===== config.mk =====
export PLATFORM = sky130hd
export DESIGN_NAME = a2d_chnl_seq
export DESIGN_NICKNAME = d
export VERILOG_FILES = /design/src/rtl/a2d_pkg.sv /design/src/rtl/SPI_mstr16.sv /design/src/rtl/a2d_chnl_seq.sv
export SDC_FILE = /design/constraint.sdc
export NUM_CORES = 1
export LEC_CHECK = 0
export ABC_AREA = 1
export CAP_MARGIN = 20
export CORE_MARGIN = 5
export CORE_UTILIZATION = 50
export CTS_BUF_LIST = sky130_fd_sc_hd__clkbuf_16
export DETAILED_ROUTE_END_ITERATION = 6
export GPL_ROUTABILITY_DRIVEN = 0
export PLACE_DENSITY = 0.83
export SLEW_MARGIN = 20
export SYNTH_ARGS = -nofsm -noshare
export SYNTH_HDL_FRONTEND = slang
export SYNTH_SLANG_ARGS = --single-unit
export TNS_END_PERCENT = 20

===== constraint.sdc =====
create_clock -name clk -period 2.6 [get_ports clk]
set_input_delay 0.26 -clock clk [delete_from_list [all_inputs] [get_ports clk]]
set_output_delay 0.26 -clock clk [all_outputs]
set_load 0.02 [all_outputs]

===== src/rtl/a2d_pkg.sv =====
// Shared types and helpers for the round-robin A/D channel sequencer.
package a2d_pkg;

    typedef enum logic [2:0] {
        IDLE,
        SEND1,
        WAIT1,
        GAP,
        SEND2,
        WAIT2,
        NEXT,
        CMPLT
    } seq_state_t;

    localparam int NUM_CH = 3;

    // ADC128S control word: channel address sits in bits [13:11].
    function automatic logic [15:0] a2d_cmd(input logic [2:0] ch);
        return {2'b00, ch, 11'h000};
    endfunction

endpackage


===== src/rtl/SPI_mstr16.sv =====
// 16-bit SPI master: SCLK idles high, MOSI launched on SCLK fall, MISO sampled on SCLK rise.
module SPI_mstr16 (
    input  logic        clk,
    input  logic        rst_n,
    input  logic        wrt,
    input  logic [15:0] cmd,
    output logic        done,
    output logic [15:0] rd_data,
    output logic        SS_n,
    output logic        SCLK,
    output logic        MOSI,
    input  logic        MISO
);

    typedef enum logic [1:0] {S_IDLE, S_XFER, S_BACK} spi_state_t;

    spi_state_t  state;
    logic [15:0] shft_reg;
    logic [3:0]  sclk_div;
    logic [3:0]  bit_cnt;
    logic        first_fall;
    logic        miso_smpl;

    assign MOSI    = shft_reg[15];
    assign rd_data = shft_reg;

    always_ff @(posedge clk or negedge rst_n) begin
        if (!rst_n) begin
            state      <= S_IDLE;
            shft_reg   <= 16'h0000;
            sclk_div   <= 4'd0;
            bit_cnt    <= 4'd0;
            first_fall <= 1'b1;
            miso_smpl  <= 1'b0;
            SS_n       <= 1'b1;
            SCLK       <= 1'b1;
            done       <= 1'b0;
        end else begin
            case (state)
                S_IDLE: begin
                    if (wrt) begin
                        shft_reg   <= cmd;
                        sclk_div   <= 4'd8;
                        bit_cnt    <= 4'd0;
                        first_fall <= 1'b1;
                        SS_n       <= 1'b0;
                        done       <= 1'b0;
                        state      <= S_XFER;
                    end
                end
                S_XFER: begin
                    sclk_div <= sclk_div + 4'd1;
                    if (sclk_div == 4'd7) begin
                        SCLK      <= 1'b1;
                        miso_smpl <= MISO;
                    end else if (sclk_div == 4'd15) begin
                        first_fall <= 1'b0;
                        // The leading fall only opens the frame; later falls shift a sampled bit in.
                        if (first_fall) begin
                            SCLK <= 1'b0;
                        end else begin
                            shft_reg <= {shft_reg[14:0], miso_smpl};
                            bit_cnt  <= bit_cnt + 4'd1;
                            if (bit_cnt == 4'd15)
                                state <= S_BACK;
                            else
                                SCLK <= 1'b0;
                        end
                    end
                end
                S_BACK: begin
                    SS_n  <= 1'b1;
                    done  <= 1'b1;
                    state <= S_IDLE;
                end
                default: state <= S_IDLE;
            endcase
        end
    end

endmodule


===== src/rtl/a2d_chnl_seq.sv =====
// Round-robin sequencer reading three ADC128S channels through an embedded SPI_mstr16.
import a2d_pkg::*;

module a2d_chnl_seq #(
    parameter logic [2:0] CH0 = 3'd0,
    parameter logic [2:0] CH1 = 3'd4,
    parameter logic [2:0] CH2 = 3'd5
) (
    input  logic        clk,
    input  logic        rst_n,
    input  logic        strt_cnv,
    output logic [11:0] res0,
    output logic [11:0] res1,
    output logic [11:0] res2,
    output logic        cnv_cmplt,
    output logic        busy,
    output logic        SS_n,
    output logic        SCLK,
    output logic        MOSI,
    input  logic        MISO
);

    seq_state_t  state;
    logic [1:0]  idx;
    logic        wrt;
    logic [15:0] cmd;
    logic        done;
    logic        done_ff;
    logic [15:0] rd_data;
    logic        done_rise;
    logic        unused_rd_hi;

    assign done_rise    = done & ~done_ff;
    assign unused_rd_hi = ^rd_data[15:12];

    function automatic logic [2:0] ch_sel(input logic [1:0] i);
        case (i)
            2'd0:    return CH0;
            2'd1:    return CH1;
            default: return CH2;
        endcase
    endfunction

    SPI_mstr16 u_spi (
        .clk     (clk),
        .rst_n   (rst_n),
        .wrt     (wrt),
        .cmd     (cmd),
        .done    (done),
        .rd_data (rd_data),
        .SS_n    (SS_n),
        .SCLK    (SCLK),
        .MOSI    (MOSI),
        .MISO    (MISO)
    );

    always_ff @(posedge clk or negedge rst_n) begin
        if (!rst_n) begin
            state     <= IDLE;
            idx       <= 2'd0;
            wrt       <= 1'b0;
            cmd       <= 16'h0000;
            done_ff   <= 1'b0;
            res0      <= 12'h000;
            res1      <= 12'h000;
            res2      <= 12'h000;
            cnv_cmplt <= 1'b0;
            busy      <= 1'b0;
        end else begin
            done_ff   <= done;
            wrt       <= 1'b0;
            cnv_cmplt <= 1'b0;
            case (state)
                // CMPLT returns to idle on this edge, so it samples strt_cnv like IDLE does.
                IDLE, CMPLT: begin
                    if (strt_cnv) begin
                        idx   <= 2'd0;
                        cmd   <= a2d_cmd(CH0);
                        wrt   <= 1'b1;
                        busy  <= 1'b1;
                        state <= SEND1;
                    end else begin
                        state <= IDLE;
                    end
                end
                SEND1: state <= WAIT1;
                WAIT1: if (done_rise) state <= GAP;
                GAP: begin
                    wrt   <= 1'b1;
                    state <= SEND2;
                end
                SEND2: state <= WAIT2;
                WAIT2: begin
                    if (done_rise) begin
                        case (idx)
                            2'd0:    res0 <= rd_data[11:0];
                            2'd1:    res1 <= rd_data[11:0];
                            default: res2 <= rd_data[11:0];
                        endcase
                        state <= NEXT;
                    end
                end
                NEXT: begin
                    if (idx == 2'(NUM_CH - 1)) begin
                        cnv_cmplt <= 1'b1;
                        busy      <= 1'b0;
                        state     <= CMPLT;
                    end else begin
                        idx   <= idx + 2'd1;
                        cmd   <= a2d_cmd(ch_sel(idx + 2'd1));
                        wrt   <= 1'b1;
                        state <= SEND1;
                    end
                end
                default: state <= IDLE;
            endcase
        end
    end

endmodule


==> impl_metrics.json, run 1 <==
{
  "hp-class": "input port to async pin",
  "cts_hold_buf": 0,
  "via_per_inst": 5.127,
  "cts_tree": "done",
  "cellPowerDensity_nw_per_um2": 606.3,
  "synthArstFlopShare_pct": 100.0,
  "dp_slack_ns": 0.9409,
  "crit_chain": "nor3_4, nand3_2, nand2_1, o21ai_2",
  "nNetsFinal": 408,
  "synth_cell_types": 24,
  "wirelength_um": 6804,
  "crit_slowest_cell": "nand3_2",
  "synth_enable_flop_cells": 0,
  "hold_viol": 0,
  "cap_violations": 0,
  "placement.io_buffers": 44,
  "synth_seq_cells": 77,
  "rr_worst_depth": 4,
  "setup_viol": 0,
  "clock.fmax_mhz": 573.7,
  "cp-end-kind": "flip-flop",
  "leakagePower_nw": 1.906,
  "cts_num_sinks": 77,
  "whs_ns": 0.05244,
  "worstMarginPinSlew_ns": 0.9506,
  "die_x_um": 90.71,
  "startpoint_type": "flip-flop",
  "area_growth_pct": 22.24,
  "final_max_slew_viol_count": 0,
  "first_pass_iters": 4,
  "skew_ns": 0.008068,
  "dieArea_um2": 8227,
  "numCtsBuffers": 9,
  "core-area_um2": 6350,
  "clockBufferDepth": 2,
  "period_minus_slack_ns": 1.743,
  "cp-endpoint": "res1[7]$_DFFE_PN0P_",
  "critPathMaxStageDelay_ns": 0.49,
  "ff2ff_setup_slack_ns": 0.86,
  "slew_headroom_pct": 36.63,
  "tns_ns": 0,
  "r2r_end": "res1[7]$_DFFE_PN0P_",
  "antenna_found_initial": 0,
  "worst_setup_hold_path_clk_slew_ns": 0.07,
  "netlist_instances": 353,
  "worst-path-buf-inv": 0,
  "crit_arrival_ns": 1.95,
  "grt_pass1_vias": 2530,
  "yosysWarnings": 0,
  "yosysSeqAreaShare_pct": 59.28,
  "synth_area_per_cell_um2": 9.226,
  "critPathRequiredTime_ns": 2.81,
  "avgRoutedWirePerCell_um": 14.18,
  "worst_slack_ns": 0.8568,
  "syn_area_um2": 3257,
  "grt_usage_pct": 17.97,
  "cts-root-buf": "clkbuf_16",
  "timing.final.crit_share_pct": 67.05,
  "syn_nets": 363,
  "hpwlAfterDp_um": 4551,
  "post-route-drc-count": 0,
  "cp.depth": 4,
  "r2r-start": "state[1]$_DFFE_PN0P_",
  "ir_drop_mv": 0.5290,
  "path_delay_family": "simple AND/OR/NAND/NOR gates",
  "ant_nets": 0,
  "drt_iter0_drc": 177,
  "synth_ff_type": "dfrtp_1",
  "h-tree-depth": 3,
  "clk_latency_ns": 0.34,
  "grt_max_degree": 78,
  "cts_resized": 0,
  "grt.overflow.total": 0,
  "fp-row-count": 29,
  "fp.dieH_um": 90.71,
  "grt_pass1_wl_um": 11880,
  "cp-startpoint": "state[1]$_DFFE_PN0P_",
  "post_cts_buffers": 0,
  "initial_core_util_pct": 51.29,
  "crit_fanout": 24,
  "vias": 2461,
  "outcome": "completed",
  "pin_count": 45,
  "diodes": 0,
  "drive_gt1_share_pct": 10.42,
  "crit_type": "flip-flop to flip-flop",
  "rsz0062_at_grt": "no"
}
[area by class of cell]
| type | instances | area [um2] |
|---|---|---|
| Multi-Input combinational cell | 236 | 1116 |
| Clock inverter | 7 | 58.81 |
| Tap cell | 77 | 96.34 |
| Clock buffer | 9 | 225.2 |
| Fill cell | 498 | 2369 |
| Sequential cell | 77 | 1931 |
| Timing Repair Buffer | 45 | 445.4 |
| Inverter | 29 | 108.9 |
[synthesized netlist by cell type, types with 3 or more instances]
cell type,n,share of area [%]
o21ai_1,17,2.6
o21ai_0,21,3.2
nor2_1,13,1.5
nand2_1,141,16
inv_1,27,3.1
ha_1,6,2.3
dfrtp_1,74,57
buf_2,4,0.61
o21ai_2,11,3.0
nand3_1,11,1.7
nor3_1,4,0.61
buf_6,6,2.1
nand3_2,3,0.92
dfstp_2,3,2.4
[per-layer routing]
layer,track usage [%],vias up,routed length (um)
met4,8.561,0,88
met1,23.51,1186,3010
met5,0,-,0
li1,-,1210,-
met3,4.667,9,352
met2,27.78,56,3353
[how the worst min path moves through the flow]
stage,start,to,slack (ns),depth (start not counted)
2_1_floorplan,rst_n,busy$_DFFE_PN0P_,-0.04,0
3_3_place_gp,u_spi.done$_DFFE_PN0P_,done_ff$_DFF_PN0_,0.39,0
3_5_place_dp,u_spi.done$_DFFE_PN0P_,done_ff$_DFF_PN0_,0.40,0
4_1_cts,rst_n,u_spi.sclk_div[0]$_DFFE_PN0P_,0.11,1
5_1_grt,rst_n,u_spi.sclk_div[2]$_DFFE_PN0P_,0.16,1
6_report,rst_n,u_spi.sclk_div[1]$_DFFE_PN0P_,0.05,1
[metrics by stage]
stage	area (um2)	cells	power, W	util (%)
6_report	3981	480	0.002414	62.70
5_1_grt	3981	480	0.002502	62.70
4_1_cts	3981	480	0.002435	62.70
3_5_place_dp	3697	464	0.001257	58.23
3_3_place_gp	3697	464	0.001256	58.23
2_1_floorplan	3257	353	0.001228	-
[sequential cells by signal, summed over array words and instances, names as in the netlist, 2 cells and up]
name	flops
idx	2
res0	12
res1	12
res2	12
state	3
u_spi.bit_cnt	4
u_spi.rd_data	16
u_spi.sclk_div	4
u_spi.state	2
[cells by family after synthesis]
kind of cell    count (synthesis)  synth area share (%)
compound gates                 51                 9.182
fa+ha+maj                       6                 2.305
buf+inv                        40                 6.454
flops                          77                 59.28
simple gates                  179                 22.78
[power by group]
part	internal (W)	leakage (nW)	total [W]	switching, W
Sequential	0.00120	1.01	0.00120	0.00000169
Combinational	0.00000468	0.766	0.0000305	0.0000258
Clock	0.000657	0.133	0.00118	0.000524
Total	0.00186	1.91	0.00241	0.000551
[cell usage in the layout, fill, tap and decap left out, types with 6 or more instances in the layout]
| master | count |
|---|---|
| o21ai_1 | 17 |
| o21ai_2 | 11 |
| clkbuf_16 | 9 |
| clkdlybuf4s50_1 | 43 |
| ha_1 | 6 |
| nor2_1 | 13 |
| dfrtp_1 | 74 |
| o21ai_0 | 21 |
| nand2_1 | 141 |
| inv_1 | 27 |
| nand3_1 | 11 |
(Power assumes the default switching activity.)
==> run 2, diff against run 1 <==
- clock period: 2.6 -> 1.75 ns (I/O delays scaled with it)
==> run 2 against run 1 <==
  * Die area is the same
  * Sequential power up 49%
  * Largest power group is now clock
  * Via count up 0.24%
  * Core utilization up 1.3 points
==> impl_metrics.json, run 2 (synthesis results as in run 1) <==
{
  "outcome": "completed",
  "p_sw_share_pct": 20.96,
  "core-area_um2": 6350,
  "crit_type": "flip-flop to output pin",
  "crit_chain": "clkdlybuf4s50_1",
  "pin_count": 45,
  "leakagePower_nw": 1.967,
  "path_delay_family": "buffers and inverters",
  "p_int_w": 0.002909,
  "antenna_found_initial": 0,
  "crit_fanout": 2,
  "cellPowerDensity_nw_per_um2": 906.3,
  "diodes": 0,
  "critPathMaxStageDelay_ns": 0.60,
  "fp-row-count": 29,
  "cts_num_sinks": 77,
  "hpwlAfterDp_um": 4622,
  "period_minus_slack_ns": 1.628,
  "clk_latency_ns": 0.33,
  "cts_tree": "done",
  "worst-path-buf-inv": 1,
  "hold_viol": 0,
  "setup_viol": 0,
  "fp.dieH_um": 90.71,
  "cts-root-buf": "clkbuf_16",
  "post_cts_buffers": 0,
  "via_per_inst": 5.076,
  "worst_setup_hold_path_clk_slew_ns": 0.06,
  "largest_reg_flops": 16,
  "nNetsFinal": 414,
  "clock.fmax_mhz": 614.3,
  "avgRoutedWirePerCell_um": 13.78,
  "cap_violations": 0,
  "critPathRequiredTime_ns": 1.57,
  "crit_slowest_cell": "clkdlybuf4s50_1",
  "vias": 2467,
  "drive_gt1_share_pct": 11.49,
  "slew_headroom_pct": 73.05,
  "grt_pass1_vias": 2425,
  "clock_power_share_pct": 50.0,
  "first_pass_iters": 4,
  "cp-end-kind": "output pin",
  "wirelength_um": 6697,
  "dieArea_um2": 8227,
  "worst_slack_ns": 0.1221,
  "clockBufferDepth": 2,
  "h-tree-depth": 3,
  "combPwrFrac_pct": 1.5,
  "grt.overflow.total": 0,
  "area_growth_pct": 24.70,
  "ant_nets": 0,
  "final_cell_mix": "nand2_1 (141), dfrtp_1 (74), clkdlybuf4s50_1 (43), inv_1 (27), o21ai_0 (21)",
  "pwr-share-seq_pct": 48.5,
  "final_max_slew_viol_count": 0,
  "netSwitchingPower_w": 0.0007716,
  "layout_commonest_cell": "nand2_1",
  "initial_core_util_pct": 51.29,
  "hp-class": "input port to async pin",
  "placement.io_buffers": 44,
  "dp_slack_ns": 0.2210,
  "startpoint_type": "flip-flop",
  "worstMarginPinSlew_ns": 0.4042,
  "timing.final.crit_share_pct": 93.02,
  "grt_max_degree": 32,
  "grt_pass1_wl_um": 11310,
  "grt_usage_pct": 17.25,
  "numCtsBuffers": 9,
  "post-route-drc-count": 0,
  "report.power.total_w": 0.003681,
  "ir_drop_mv": 0.6543,
  "skew_ns": 0.007859,
  "die_x_um": 90.71,
  "drt_iter0_drc": 177,
  "crit_arrival_ns": 1.45
}
run 2: cell count changes in the layout (fill, tap and decap cells not counted), sizes merged:
cell / before / now
buf: 2 / 7
bufinv: 0 / 1
clkinvlp: 2 / 1
dlygate4sd3: 0 / 1
run 2: repair_timing:
item                                    4_1_cts  5_1_grt
hold buffers                                  1        0
hold endpoints to repair                     27        0
gates resized for setup                       0        1
endpoints found under the setup margin        0        3
run 2: worst paths after layout:
| kind | startpoint | to | slack (ns) | cells past startpoint |
|---|---|---|---|---|
| hold / removal | rst_n | u_spi.sclk_div[1]$_DFFE_PN0P_ | 0.32 | 2 |
| setup / recovery | u_spi.SCLK$_DFFE_PN1P_ | SCLK | 0.12 | 1 |
| hold reg to reg | u_spi.done$_DFFE_PN0P_ | done_ff$_DFF_PN0_ | 0.40 | 0 |
| setup reg to reg | idx[0]$_DFFE_PN0P_ | res2[2]$_DFFE_PN0P_ | 0.13 | 6 |
| min in group clk | u_spi.done$_DFFE_PN0P_ | done_ff$_DFF_PN0_ | 0.40 | 0 |
| max in group asynchronous | rst_n | cnv_cmplt$_DFF_PN0_ | 0.86 | 3 |
run 2: cell type report:
type	count	area, um2
Fill cell	487	2288
Sequential cell	77	1931
Multi-Input combinational cell	236	1121
Timing Repair Buffer	51	505.5
Clock buffer	9	225.2
Inverter	29	108.9
Tap cell	77	96.34
Clock inverter	7	73.82
run 2: power by group through the flow:
stage | clock network, W | logic, W | registers, W
finish | 0.00184 | 0.0000550 | 0.00179
detailed placement | 0 | 0.0000558 | 0.00182
CTS | 0.00188 | 0.0000578 | 0.00179
floorplan | 0 | 0.00000505 | 0.00182
global route | 0.00195 | 0.0000658 | 0.00179
global placement | 0 | 0.0000547 | 0.00182
run 2: metrics by stage:
step / TNS, ns / cells / hold WS (ns) / util [%] / instance area (um2)
CTS: 0 / 486 / 0.3306 / 63.88 / 4056
global placement: 0 / 469 / 0.1294 / 59.01 / 3747
detailed placement: 0 / 469 / 0.1352 / 59.01 / 3747
finish: 0 / 486 / 0.3159 / 63.96 / 4061
global route: -0.07165 / 486 / 0.3598 / 63.96 / 4061
floorplan: 0 / 353 / -0.1206 / - / 3257
run 2: per-layer routing:
| layer | GRT usage [%] | share of wire [%] | wire, um |
|---|---|---|---|
| met2 | 27.66 | 49 | 3257 |
| met4 | 9.057 | 2.0 | 131 |
| met3 | 3.500 | 5.8 | 390 |
| met1 | 21.96 | 44 | 2916 |
| met5 | 0 | 0 | 0 |
==> run 3, diff against run 2 <==
- RECOVER_POWER: unset -> 50
==> run 3 against run 2 <==
  * Fmax about the same
  * Sequential power is essentially flat
  * Die area stayed put
  * Cell count unchanged
  * Clock skew decreased by 0.00061 ns
  * Critical path type unchanged
  * Largest power group unchanged
==> impl_metrics.json, run 3 (synthesis results as in run 1) <==
{
  "cts_tree": "done",
  "ir_drop_mv": 0.6542,
  "dieArea_um2": 8227,
  "critPathRequiredTime_ns": 1.57,
  "slew_headroom_pct": 49.70,
  "fp-row-count": 29,
  "hp-class": "flip-flop to flip-flop",
  "h-tree-depth": 3,
  "clockBufferDepth": 2,
  "grt.overflow.total": 0,
  "design_area_um2": 4036,
  "final_util_pct": 63.57,
  "cts_num_sinks": 77,
  "initial_core_util_pct": 51.29,
  "crit_arrival_ns": 1.45,
  "dpl-instance-area_um2": 3747,
  "clock.fmax_mhz": 614.3,
  "leakagePower_nw": 1.962,
  "post-route-drc-count": 0,
  "diodes": 0,
  "drive_gt1_share_pct": 10.76,
  "grt_pass1_wl_um": 11310,
  "hpwlAfterDp_um": 4622,
  "first_pass_iters": 5,
  "grt_max_degree": 32,
  "final_cell_mix": "nand2_1 (141), dfrtp_1 (74), clkdlybuf4s50_1 (42), inv_1 (29), o21ai_0 (21)",
  "outcome": "completed",
  "cts-root-buf": "clkbuf_16",
  "worstMarginPinSlew_ns": 0.7545,
  "grt_usage_pct": 17.25,
  "fp.dieH_um": 90.71,
  "crit_chain": "clkdlybuf4s50_1",
  "drt_iter0_drc": 138,
  "crit_type": "flip-flop to output pin",
  "final_max_slew_viol_count": 0,
  "placement.io_buffers": 44,
  "numCtsBuffers": 9,
  "timing.final.crit_share_pct": 93.02,
  "post_cts_buffers": 0,
  "area_growth_pct": 23.93,
  "ant_nets": 0,
  "critPathMaxStageDelay_ns": 0.60,
  "cellPowerDensity_nw_per_um2": 909.9,
  "path_delay_family": "buffers and inverters",
  "antenna_found_initial": 0,
  "cap_violations": 0,
  "via_per_inst": 5.080,
  "cp-end-kind": "output pin",
  "crit_fanout": 2,
  "crit_slowest_cell": "clkdlybuf4s50_1",
  "avgRoutedWirePerCell_um": 13.76,
  "die_x_um": 90.71,
  "layout_commonest_cell": "nand2_1",
  "nFillCells": 491,
  "pin_count": 45,
  "clk_latency_ns": 0.33,
  "hold_viol": 0,
  "grt_pass1_vias": 2425,
  "worst-path-buf-inv": 1,
  "largest_reg_flops": 16,
  "vias": 2469,
  "period_minus_slack_ns": 1.628,
  "setup_viol": 0,
  "startpoint_type": "flip-flop",
  "wirelength_um": 6687,
  "nNetsFinal": 414,
  "skew_ns": 0.007245,
  "core-area_um2": 6350,
  "worst_setup_hold_path_clk_slew_ns": 0.06
}
[run 3: routing by layer]
| layer | global-route usage [%] | wire length [um] | vias to the layer above |
|---|---|---|---|
| met5 | 0 | 0 | - |
| met4 | 9.057 | 145 | 0 |
| met3 | 3.500 | 335 | 11 |
| met2 | 27.66 | 3247 | 65 |
| met1 | 21.96 | 2959 | 1177 |
| li1 | - | - | 1216 |
[run 3: path summary, 6_finish.rpt]
path,startpoint,end,slack (ns),depth (start not counted)
setup / recovery,u_spi.SCLK$_DFFE_PN1P_,SCLK,0.12,1
hold / removal,u_spi.done$_DFFE_PN0P_,done_ff$_DFF_PN0_,0.40,0
setup reg to reg,idx[0]$_DFFE_PN0P_,res2[1]$_DFFE_PN0P_,0.14,6
hold reg to reg,u_spi.done$_DFFE_PN0P_,done_ff$_DFF_PN0_,0.40,0
max in group asynchronous,rst_n,u_spi.first_fall$_DFFE_PN1P_,0.33,3
min in group asynchronous,rst_n,u_spi.sclk_div[1]$_DFFE_PN0P_,0.44,2
[run 3: final cells by class]
type	count	area (um2)	share of cell area [%]
tap	77	96.34	2.387
inverter	29	108.9	2.697
sequential	77	1931	47.83
timing repair buffer	51	485.5	12.03
multi-input combinational	236	1116	27.65
clock buffer	9	225.2	5.580
clock inverter	7	73.82	1.829
[run 3: timing repair]
| action | CTS | global route |
|---|---|---|
| hold endpoints to repair | 27 | 0 |
| gates resized for setup | 0 | 1 |
| endpoints found under the setup margin | 0 | 3 |
| hold buffers | 1 | 0 |
[run 3: through the flow]
step	TNS, ns	hold slack [ns]	total power (W)	cells	setup WS, ns
after detailed placement	0	0.1352	0.001875	469	0.2210
after global routing	-0.07165	0.4232	0.003801	486	-0.03302
after CTS	0	0.3306	0.003720	486	0.1031
final	0	0.4040	0.003673	486	0.1222
after global placement	0	0.1294	0.001874	469	0.3047
after floorplan	0	-0.1206	0.001824	353	0.3631
[run 3: where the power goes]
group / switching, W / leakage (nW) / total (W) / internal [W]
Sequential: 0.00000246 / 1.01 / 0.00179 / 0.00178
Combinational: 0.0000396 / 0.809 / 0.0000495 / 0.00000987
Clock: 0.000726 / 0.146 / 0.00184 / 0.00111
Total: 0.000768 / 1.96 / 0.00367 / 0.00290
